### src/rtl/ooo_issue_scheduler.sv
// Out-of-order dispatch/issue scheduler.
// Instructions enter an age-ordered circular window, issue oldest-ready first
// (one ALU op and one load per cycle) under RAW/WAR/WAW ordering against older
// entries, complete out of order through two writeback ports and retire in
// program order from the head. HALT closes dispatch until reset.
module ooo_issue_scheduler #(
    parameter int unsigned DEPTH = 4,
    parameter int unsigned TAG_W = 2
) (
    input  logic             clock,
    input  logic             reset,
    // dispatch
    input  logic             disp_valid,
    input  logic [11:0]      disp_instr,
    output logic             disp_ready,
    // ALU issue
    output logic             alu_valid,
    output logic [2:0]       alu_op,
    output logic [2:0]       alu_rd,
    output logic [2:0]       alu_rs1,
    output logic [2:0]       alu_rs2,
    output logic [TAG_W-1:0] alu_tag,
    // load issue
    output logic             ld_valid,
    input  logic             ld_ready,
    output logic [2:0]       ld_rd,
    output logic [2:0]       ld_addr,
    output logic [TAG_W-1:0] ld_tag,
    // completion
    input  logic             alu_wb_valid,
    input  logic [TAG_W-1:0] alu_wb_tag,
    input  logic             ld_wb_valid,
    input  logic [TAG_W-1:0] ld_wb_tag,
    // retire and status
    output logic             retire_valid,
    output logic [TAG_W-1:0] retire_tag,
    output logic [TAG_W:0]   count,
    output logic             halted
);

    typedef enum logic [1:0] {StEmpty, StWait, StIssued, StDone} ent_st_e;

    localparam logic [2:0]     OpLd   = 3'b101;
    localparam logic [2:0]     OpHalt = 3'b111;
    localparam logic [TAG_W:0] DepthC = (TAG_W+1)'(DEPTH);

    // Window storage
    ent_st_e    st_q    [DEPTH];
    ent_st_e    st_d    [DEPTH];
    logic       is_ld_q [DEPTH];
    logic [2:0] op_q    [DEPTH];
    logic [2:0] rd_q    [DEPTH];
    logic [2:0] rs1_q   [DEPTH];
    logic [2:0] rs2_q   [DEPTH];

    logic [TAG_W-1:0] head_q, head_d;
    logic [TAG_W-1:0] tail_q, tail_d;
    logic [TAG_W:0]   count_q, count_d;
    logic             halt_seen_q, halt_seen_d;

    // Dispatch decode
    logic [2:0] d_op;
    logic       d_fire;
    logic       d_alloc;
    logic       d_halt;

    // Scheduling
    logic [TAG_W-1:0] age [DEPTH];
    logic [DEPTH-1:0] rdy;
    logic             alu_found;
    logic [TAG_W-1:0] alu_sel;
    logic             ld_found;
    logic [TAG_W-1:0] ld_sel;

    assign d_op       = disp_instr[11:9];
    assign disp_ready = (count_q < DepthC) && !halt_seen_q;
    assign d_fire     = disp_valid && disp_ready;
    // Opcodes 000..101 take an entry; 110 is swallowed and 111 only sets halt.
    assign d_alloc    = d_fire && (d_op <= OpLd);
    assign d_halt     = d_fire && (d_op == OpHalt);

    // Distance from head: smaller means older.
    always_comb begin
        for (int i = 0; i < int'(DEPTH); i++) begin
            age[i] = TAG_W'(i) - head_q;
        end
    end

    // Per-entry readiness against every older entry (RAW, WAW, WAR).
    always_comb begin
        rdy = '0;
        for (int e = 0; e < int'(DEPTH); e++) begin
            rdy[e] = (st_q[e] == StWait);
            for (int o = 0; o < int'(DEPTH); o++) begin
                if (age[o] < age[e]) begin
                    // An older producer still in flight blocks readers and writers of its rd.
                    if (st_q[o] == StWait || st_q[o] == StIssued) begin
                        if (!is_ld_q[e] && (rd_q[o] == rs1_q[e] || rd_q[o] == rs2_q[e])) begin
                            rdy[e] = 1'b0;
                        end
                        if (rd_q[o] == rd_q[e]) begin
                            rdy[e] = 1'b0;
                        end
                    end
                    // An older reader that has not issued yet still needs its sources intact.
                    if (st_q[o] == StWait && !is_ld_q[o] &&
                        (rs1_q[o] == rd_q[e] || rs2_q[o] == rd_q[e])) begin
                        rdy[e] = 1'b0;
                    end
                end
            end
        end
    end

    // Oldest-ready pick per class, scanning from head.
    always_comb begin
        logic [TAG_W-1:0] idx;
        idx       = '0;
        alu_found = 1'b0;
        alu_sel   = '0;
        ld_found  = 1'b0;
        ld_sel    = '0;
        for (int k = 0; k < int'(DEPTH); k++) begin
            idx = head_q + TAG_W'(k);
            if (!alu_found && rdy[idx] && !is_ld_q[idx]) begin
                alu_found = 1'b1;
                alu_sel   = idx;
            end
            if (!ld_found && rdy[idx] && is_ld_q[idx]) begin
                ld_found = 1'b1;
                ld_sel   = idx;
            end
        end
    end

    // Issue, retire and status outputs, zeroed when idle.
    always_comb begin
        alu_valid    = alu_found;
        alu_op       = alu_found ? op_q[alu_sel]  : 3'b000;
        alu_rd       = alu_found ? rd_q[alu_sel]  : 3'b000;
        alu_rs1      = alu_found ? rs1_q[alu_sel] : 3'b000;
        alu_rs2      = alu_found ? rs2_q[alu_sel] : 3'b000;
        alu_tag      = alu_found ? alu_sel        : '0;
        ld_valid     = ld_found;
        ld_rd        = ld_found ? rd_q[ld_sel]  : 3'b000;
        ld_addr      = ld_found ? rs2_q[ld_sel] : 3'b000;
        ld_tag       = ld_found ? ld_sel        : '0;
        retire_valid = (st_q[head_q] == StDone);
        retire_tag   = retire_valid ? head_q : '0;
        count        = count_q;
        halted       = halt_seen_q && (count_q == '0);
    end

    // Next-state: writeback, issue, retire and dispatch touch disjoint entries.
    always_comb begin
        for (int i = 0; i < int'(DEPTH); i++) begin
            st_d[i] = st_q[i];
            if (st_q[i] == StIssued &&
                ((alu_wb_valid && alu_wb_tag == TAG_W'(i)) ||
                 (ld_wb_valid && ld_wb_tag == TAG_W'(i)))) begin
                st_d[i] = StDone;
            end
        end
        if (alu_found) begin
            st_d[alu_sel] = StIssued;
        end
        if (ld_found && ld_ready) begin
            st_d[ld_sel] = StIssued;
        end
        if (retire_valid) begin
            st_d[head_q] = StEmpty;
        end
        if (d_alloc) begin
            st_d[tail_q] = StWait;
        end
        head_d      = head_q + TAG_W'(retire_valid);
        tail_d      = tail_q + TAG_W'(d_alloc);
        count_d     = count_q + (TAG_W+1)'(d_alloc) - (TAG_W+1)'(retire_valid);
        halt_seen_d = halt_seen_q || d_halt;
    end

    // State and payload registers; payload is written only on allocation.
    always_ff @(posedge clock or posedge reset) begin
        if (reset) begin
            for (int i = 0; i < int'(DEPTH); i++) begin
                st_q[i]    <= StEmpty;
                is_ld_q[i] <= 1'b0;
                op_q[i]    <= 3'b000;
                rd_q[i]    <= 3'b000;
                rs1_q[i]   <= 3'b000;
                rs2_q[i]   <= 3'b000;
            end
            head_q      <= '0;
            tail_q      <= '0;
            count_q     <= '0;
            halt_seen_q <= 1'b0;
        end else begin
            for (int i = 0; i < int'(DEPTH); i++) begin
                st_q[i] <= st_d[i];
            end
            if (d_alloc) begin
                is_ld_q[tail_q] <= (d_op == OpLd);
                op_q[tail_q]    <= d_op;
                rd_q[tail_q]    <= disp_instr[8:6];
                rs1_q[tail_q]   <= disp_instr[5:3];
                rs2_q[tail_q]   <= disp_instr[2:0];
            end
            head_q      <= head_d;
            tail_q      <= tail_d;
            count_q     <= count_d;
            halt_seen_q <= halt_seen_d;
        end
    end

endmodule

### config.mk
export PLATFORM = sky130hd
export DESIGN_NAME = ooo_issue_scheduler
export DESIGN_NICKNAME = d
export VERILOG_FILES = /design/src/rtl/ooo_issue_scheduler.sv
export SDC_FILE = /design/constraint.sdc
export NUM_CORES = 1
export LEC_CHECK = 0
export ABC_AREA = 1
export CAP_MARGIN = 30
export CORE_ASPECT_RATIO = 1.1
export CORE_UTILIZATION = 25
export CTS_BUF_LIST = sky130_fd_sc_hd__clkbuf_8
export DETAILED_ROUTE_END_ITERATION = 12
export GPL_ROUTABILITY_DRIVEN = 0
export HOLD_SLACK_MARGIN = 0.1
export MAX_ROUTING_LAYER = met4
export PLACE_DENSITY_LB_ADDON = 0.05
export SLEW_MARGIN = 20
export SYNTH_ARGS = -nofsm -noshare
export SYNTH_HDL_FRONTEND = slang
export SYNTH_SLANG_ARGS = --single-unit
### constraint.sdc
create_clock -name clock -period 4.2 [get_ports clock]
set_input_delay 0.42 -clock clock [delete_from_list [all_inputs] [get_ports clock]]
set_output_delay 0.42 -clock clock [all_outputs]
set_load 0.05 [all_outputs]
Word level (Yosys, flattened, before mapping)

Index checks and enable logic that the tools add are counted.

Bits in registers: 68
Input bits: 22
Output and inout bits: 32
Word-level logic and storage cells: 461

Add/subtract/negate cells: 11
Order comparisons: 33
Equal/unequal tests: 85
Muxes and demuxes: 163
Bitwise gates (word level): 18
Reduce and logical (&&, ||, !) cells: 123

Operators with widths:

| kind               | number |
|---|---|
| $eq 3x3->1         | 68 |
| $mux 1             | 93 |
| $logic_and 1x1->1  | 68 |
| $mux 3             | 19 |
| $bwmux 12          | 4 |
| $mux 2             | 21 |
| $logic_or 1x1->1   | 37 |
| $bmux 3 s2         | 6 |
| $lt 2x2->1         | 16 |
| $mux 8             | 4 |
| $ge 3x3->1 const B | 7 |
| $not 2->3          | 7 |
| $eq 2x2->1 const B | 9 |
| $bmux 1 s2         | 8 |
| $demux 2 s2        | 4 |
| $logic_not 1->1    | 15 |
| $and 4x4->4        | 3 |
| $eq 2x1->1 const B | 6 |
| $lt 2x3->1 const B | 4 |
| $lt 3x1->1 const B | 4 |
| $not 4->4          | 3 |
| $or 4x4->4         | 3 |
| $and 8x8->8        | 1 |
| $not 8->8          | 1 |
| other kinds (16)   | 22 |

Logic depth before layout (Yosys ltp)

Word-level depth: 51
Mapped depth: 27
Depth with buffers taken out: 26

Worst setup path before layout

OpenSTA, ideal clock, no wires.

Kind: register -> output
From: register head_q[0]
To: output alu_op[0]
Arrival: 3.532 ns
Slack: 0.248 ns
Cell stages (with the launch flop): 19
Path through: dfrtp_1 -> clkbuf_1 -> inv_1 -> ha_1 -> clkinv_1 -> nand2_1 -> nand2_1 -> inv_2 -> nand3_2 -> nand3_1 -> nand2_2 -> inv_2 -> nand4_1 -> nand3_1 -> nand2_1 -> nand2_2 -> buf_2 -> nand2_1 -> a21oi_1

Longest elaborated chain between the ends: 39

Ends and longest elaborated chain:

| item                                      | RTL line | text |
|---|---|---|
| start, declared                           | 56       | `logic [TAG_W-1:0] head_q, head_d;` |
| start signal, assigned                    | 193      | `head_q <= '0;` |
| start signal, assigned                    | 208      | `head_q <= head_d;` |
| $sub 1x2->2                               | 85       | `age[i] = TAG_W'(i) - head_q;` |
| $lt 2x2->1                                | 95       | `if (age[o] < age[e]) begin` |
| $mux 1                                    | 95       |  |
| $mux 1                                    | 98       | `if (!is_ld_q[e] && (rd_q[o] == rs1_q[e] \|\| rd_q[o] == rs2_q[e])) begin` |
| $mux 1                                    | 101      | `if (rd_q[o] == rd_q[e]) begin` |
| $mux 1                                    | 97       | `if (st_q[o] == StWait \|\| st_q[o] == StIssued) begin` |
| $mux 1                                    | 106      | `if (st_q[o] == StWait && !is_ld_q[o] &&` |
| $mux 1                                    | 95       |  |
| (+21 left out)                            | --       |  |
| $mux 1                                    | 125      | `if (!alu_found && rdy[idx] && !is_ld_q[idx]) begin` |
| $logic_not 1->1                           | 125      |  |
| $logic_and 1x1->1 (2 in a row)            | 125      |  |
| $mux 2                                    | 125      |  |
| $not 2->3 (not written as such)           | 139      | `alu_op = alu_found ? op_q[alu_sel] : 3'b000;` |
| $bmux 3 s2                                | 139      |  |
| $mux 3 (not written as such) (2 in a row) | 139      |  |
| $mux 3 *                                  | 139      |  |
| end, declared                             | 18       | `output logic [2:0] alu_op,` |

Every way passes the cells marked *; elsewhere a longest branch is shown, timed or not. The select of a mux whose other input is x is not followed.

Final worst setup path

From: register rd_q[2] (netlist name)
To: output alu_rd[2]

Longest elaborated chain between the ends: 39

Ends and longest elaborated chain:

| item                                        | RTL line     | text |
|---|---|---|
| start, declared                             | 52           | `logic [2:0] rd_q [DEPTH];` |
| start signal, assigned by index             | 204          | `rd_q[tail_q] <= disp_instr[8:6];` |
| $eq 3x3->1 (on tied branches)               | 101, 98, 107 |  |
| $mux 1 or $logic_or 1x1->1 (tied branches)  | 101, 98, 107 |  |
| $mux 1 or $logic_and 1x1->1 (tied branches) | 97, 106      |  |
| $mux 1                                      | 106          |  |
| $mux 1                                      | 95           |  |
| $mux 1                                      | 98           |  |
| $mux 1                                      | 101          |  |
| $mux 1                                      | 97           |  |
| (+21 left out)                              | --           |  |
| $mux 1                                      | 125          |  |
| $logic_not 1->1                             | 125          |  |
| $logic_and 1x1->1 (2 in a row)              | 125          |  |
| $mux 2                                      | 125          |  |
| $not 2->3 (not written as such)             | 140          | `alu_rd = alu_found ? rd_q[alu_sel] : 3'b000;` |
| $bmux 3 s2                                  | 140          |  |
| $mux 3 (not written as such) (2 in a row)   | 140          |  |
| $mux 3 *                                    | 140          |  |
| end, declared                               | 19           | `output logic [2:0] alu_rd,` |

Marked as above.

==> impl_metrics.py <==
metrics = {
    "outcome": {
        "status": "finished, final reports clean",
    },
    "routing": {
        "met2_wirelength_um": 10600,
        "vias": 5831,
        "wl_met3_um": 817,
        "final_antenna_net_count": 0,
        "top_layer": "met4",
        "first_iter_violations": 305,
        "drc": 0,
        "avgViaCountPerCell": 4.53,
        "wl_um": 22700,
        "wl_met1_um": 11000,
        "avgRoutedWirePerCell_um": 17.6,
        "drt-pass1-iter-count": 5,
    },
    "finish": {
        "final-seq-area_um2": 1700,
        "final_area_um2": 7360,
        "diodes": 0,
        "nNetsFinal": 1022,
        "area_growth_syn_to_layout_pct": 24.8,
        "drive_gt1_share_pct": 14.6,
        "multi_input_area_um2": 3680,
        "final_util_pct": 32.0,
        "fill_cells": 2538,
    },
    "worst_setup_path": {
        "crit_path_cell_trace": "buf_4 -> xnor2_2 -> nand3_1 -> nand2_1 -> nand2_1 -> nand2_1 -> nand2_1 -> nand2_1 -> nand2_1 -> nand2_1 -> nor2_2 -> nand2_1 -> nand3_1 -> nand3_2 -> nand4_1 -> nand3_1 -> nand2_1 -> nand2_2 -> nand2_1 -> o21ai_1 -> nor2_2 -> buf_12",
        "slowest_stage": "dfrtp_2",
        "critPathCaptureType": "output pin",
        "path_class": "flip-flop to output pin",
        "crit_buf_inv": 2,
        "cp.arrival_ns": 3.51,
        "start_kind": "flip-flop",
        "path_max_fanout": 7,
        "crit_top_cell": "nand2_1",
        "critical_path.max_stage_delay_ns": 0.45,
        "cp_top_family": "simple AND/OR/NAND/NOR gates",
        "worstPathRequired_ns": 3.78,
    },
    "cts": {
        "postCtsHoldBufs": 0,
        "clockRootBuffer": "clkbuf_8",
        "cts_htree_levels": 3,
        "cts_sinks": 68,
        "cts_tree": "built",
        "cts_buffer_depth": 2,
        "clock_latency_ns": 0.37,
        "path_clk_slew_ns": 0.08,
        "numCtsBuffers": 9,
    },
    "floorplan": {
        "initial_core_util_pct": 25.6,
        "dieArea_um2": 24200,
        "pin_count": 54,
        "num_rows": 58,
        "die_h_um": 163,
        "die_w_um": 148,
        "core_area_um2": 23000,
    },
    "yosys": {
        "synth_top_area_cell": "dfrtp_1",
        "synth_edf_count": 0,
        "synth_common_cells": "nand2_1 (387), nand3_1 (87), inv_1 (82)",
        "yosys_warnings": 0,
        "ys_seq_area_share_pct": 28.8,
        "synth_area_leaders": "dfrtp_1 (29%), nand2_1 (25%), xnor2_1 (9.4%), nand3_1 (7.4%), inv_1 (5.2%)",
        "avgSynthCellArea_um2": 6.39,
        "yosysTopAreaCellShare_pct": 28.8,
        "synth_area_um2": 5900,
        "async_flop_share_pct": 100,
        "ys.flop_type": "dfrtp_1",
        "synth.most_common_cell": "nand2_1",
        "ys_seq_elements": 68,
        "synth_cell_types": 35,
        "postSynthNetCount": 963,
        "syn_inst": 923,
    },
    "timing": {
        "period_minus_slack_ns": 3.93,
        "hold_viol": 0,
        "fmax_ghz": 0.254,
        "hold-worst-slack_ns": 0.424,
        "fin_crit_sh_pct": 93.6,
        "layout_setup_ws_ns": 0.267,
        "tightest_slew_ns": 0.749,
        "slew_viol_final": 0,
        "timing.slew.headroom_pct": 49.8,
        "fin_skew_ns": 0.0113,
        "setup_viol": 0,
    },
    "power_and_ir_drop": {
        "p_leak_nw": 3.59,
        "vdd_ir_drop_max_uv": 139,
        "power_density_nw_per_um2": 185,
    },
    "place": {
        "post_dp_cell_area_um2": 7040,
        "dp_slack_ns": 0.453,
        "io_buffers": 53,
        "place_hpwl_um": 17400,
    },
    "worst_hold_path": {
        "hp-class": "primary input to asynchronous set/reset pin",
    },
    "global_routing": {
        "overflow": 0,
        "grt_usage_pct": 20.1,
        "grt_pass1_vias": 5774,
        "antenna_found_initial": 0,
        "grt_max_degree": 28,
        "grt_pass1_wl_um": 35000,
    },
    "flow_run": {
        "cap_viol_max_count": 0,
    },
}
## report_power, final
group	switching [W]	total (W)	leakage, nW	internal (W)
clock network	0.000289	0.000580	0.104	0.000291
logic	0.0000710	0.000114	2.75	0.0000433
registers	0.00000551	0.000666	0.739	0.000660
total	0.000366	0.00136	3.59	0.000994
## metrics by stage
step	power (W)	instances	setup TNS, ns
2_1_floorplan	0.000738	923	0
3_3_place_gp	0.000796	1269	0
3_5_place_dp	0.000795	1269	0
4_1_cts	0.00139	1285	0
5_1_grt	0.00142	1287	-0.0112
6_report	0.00136	1287	0
## final timing paths
kind                       startpoint        end  slack (ns)  depth (start not counted)
min in group clock            op_q[1]    op_q[1]        0.48                          2
hold / removal                  reset  tail_q[0]        0.42                          2
hold reg to reg               op_q[1]    op_q[1]        0.48                          2
setup / recovery              rd_q[2]  alu_rd[2]        0.27                         22
max in group asynchronous       reset   rs2_q[7]        2.95                          3
setup reg to reg              rd_q[2]    st_q[5]        0.99                         20
## worst reg2reg max path, stage by stage, from the launching register on
cell and delay [ns]:
dfrtp_2 0.45, buf_4 0.19, xnor2_2 0.15, nand3_1 0.13, nand2_1 0.13, nand2_1 0.07, nand2_1 0.06, nand2_1 0.05
nand2_1 0.06, nand2_1 0.05, nand2_1 0.08, nor2_2 0.06, nand2_1 0.10, nand3_2 0.13, nand3_2 0.14, nand2_2 0.10
nor3_2 0.44, nor2_1 0.18, nand3_1 0.25, nand3_1 0.12, and2_1 0.15
## kinds of logic after synthesis
family / after synthesis / synth area share, %
xor+xnor: 65 / 9.65
buf+inv: 138 / 10.4
simple gates: 536 / 38.4
flops: 68 / 28.8
compound gates: 98 / 8.82
fa+ha+maj: 18 / 3.94
## cell usage in the layout, fill, tap and decap left out, types with 14 or more instances in the layout
cell / instances
buf_12: 23
buf_4: 33
clkdlybuf4s50_1: 29
dfrtp_1: 66
ha_1: 17
inv_1: 81
inv_2: 16
nand2_1: 387
nand3_1: 85
nor2_1: 15
nor2_2: 14
o21ai_0: 53
o21ai_1: 19
xnor2_1: 62
## what timing repair did
action,CTS,global route
setup endpoints to repair,2,18
pin swaps,0,1
resized for setup,1,30
cloned,0,0
buffers inserted,0,2
## metal layers
| metal | vias to the layer above | global-route usage, % |
|---|---|---|
| met2 | 126 | 32.8 |
| met1 | 2705 | 26.6 |
| li1 | 2989 | - |
| met3 | 11 | 2.26 |
| met5 | - | - |
| met4 | 0 | 4.59 |
## cell type report
| class | count | share of cell area (%) |
|---|---|---|
| Multi-Input combinational cell | 717 | 50.0 |
| Tap cell | 300 | 5.10 |
| Sequential cell | 68 | 23.1 |
| Clock inverter | 6 | 0.866 |
| Timing Repair Buffer | 87 | 13.9 |
| Clock buffer | 10 | 1.87 |
| Inverter | 99 | 5.08 |
## flip-flops by register name (all words and copies together), names as in the netlist
| name | cells |
|---|---|
| rs1_q | 12 |
| count | 3 |
| op_q | 12 |
| tail_q | 2 |
| rd_q | 12 |
| st_q | 8 |
| head_q | 2 |
| halt_seen_q | 1 |
| is_ld_q | 4 |
| rs2_q | 12 |
Power figures use the tool's default switching activity.
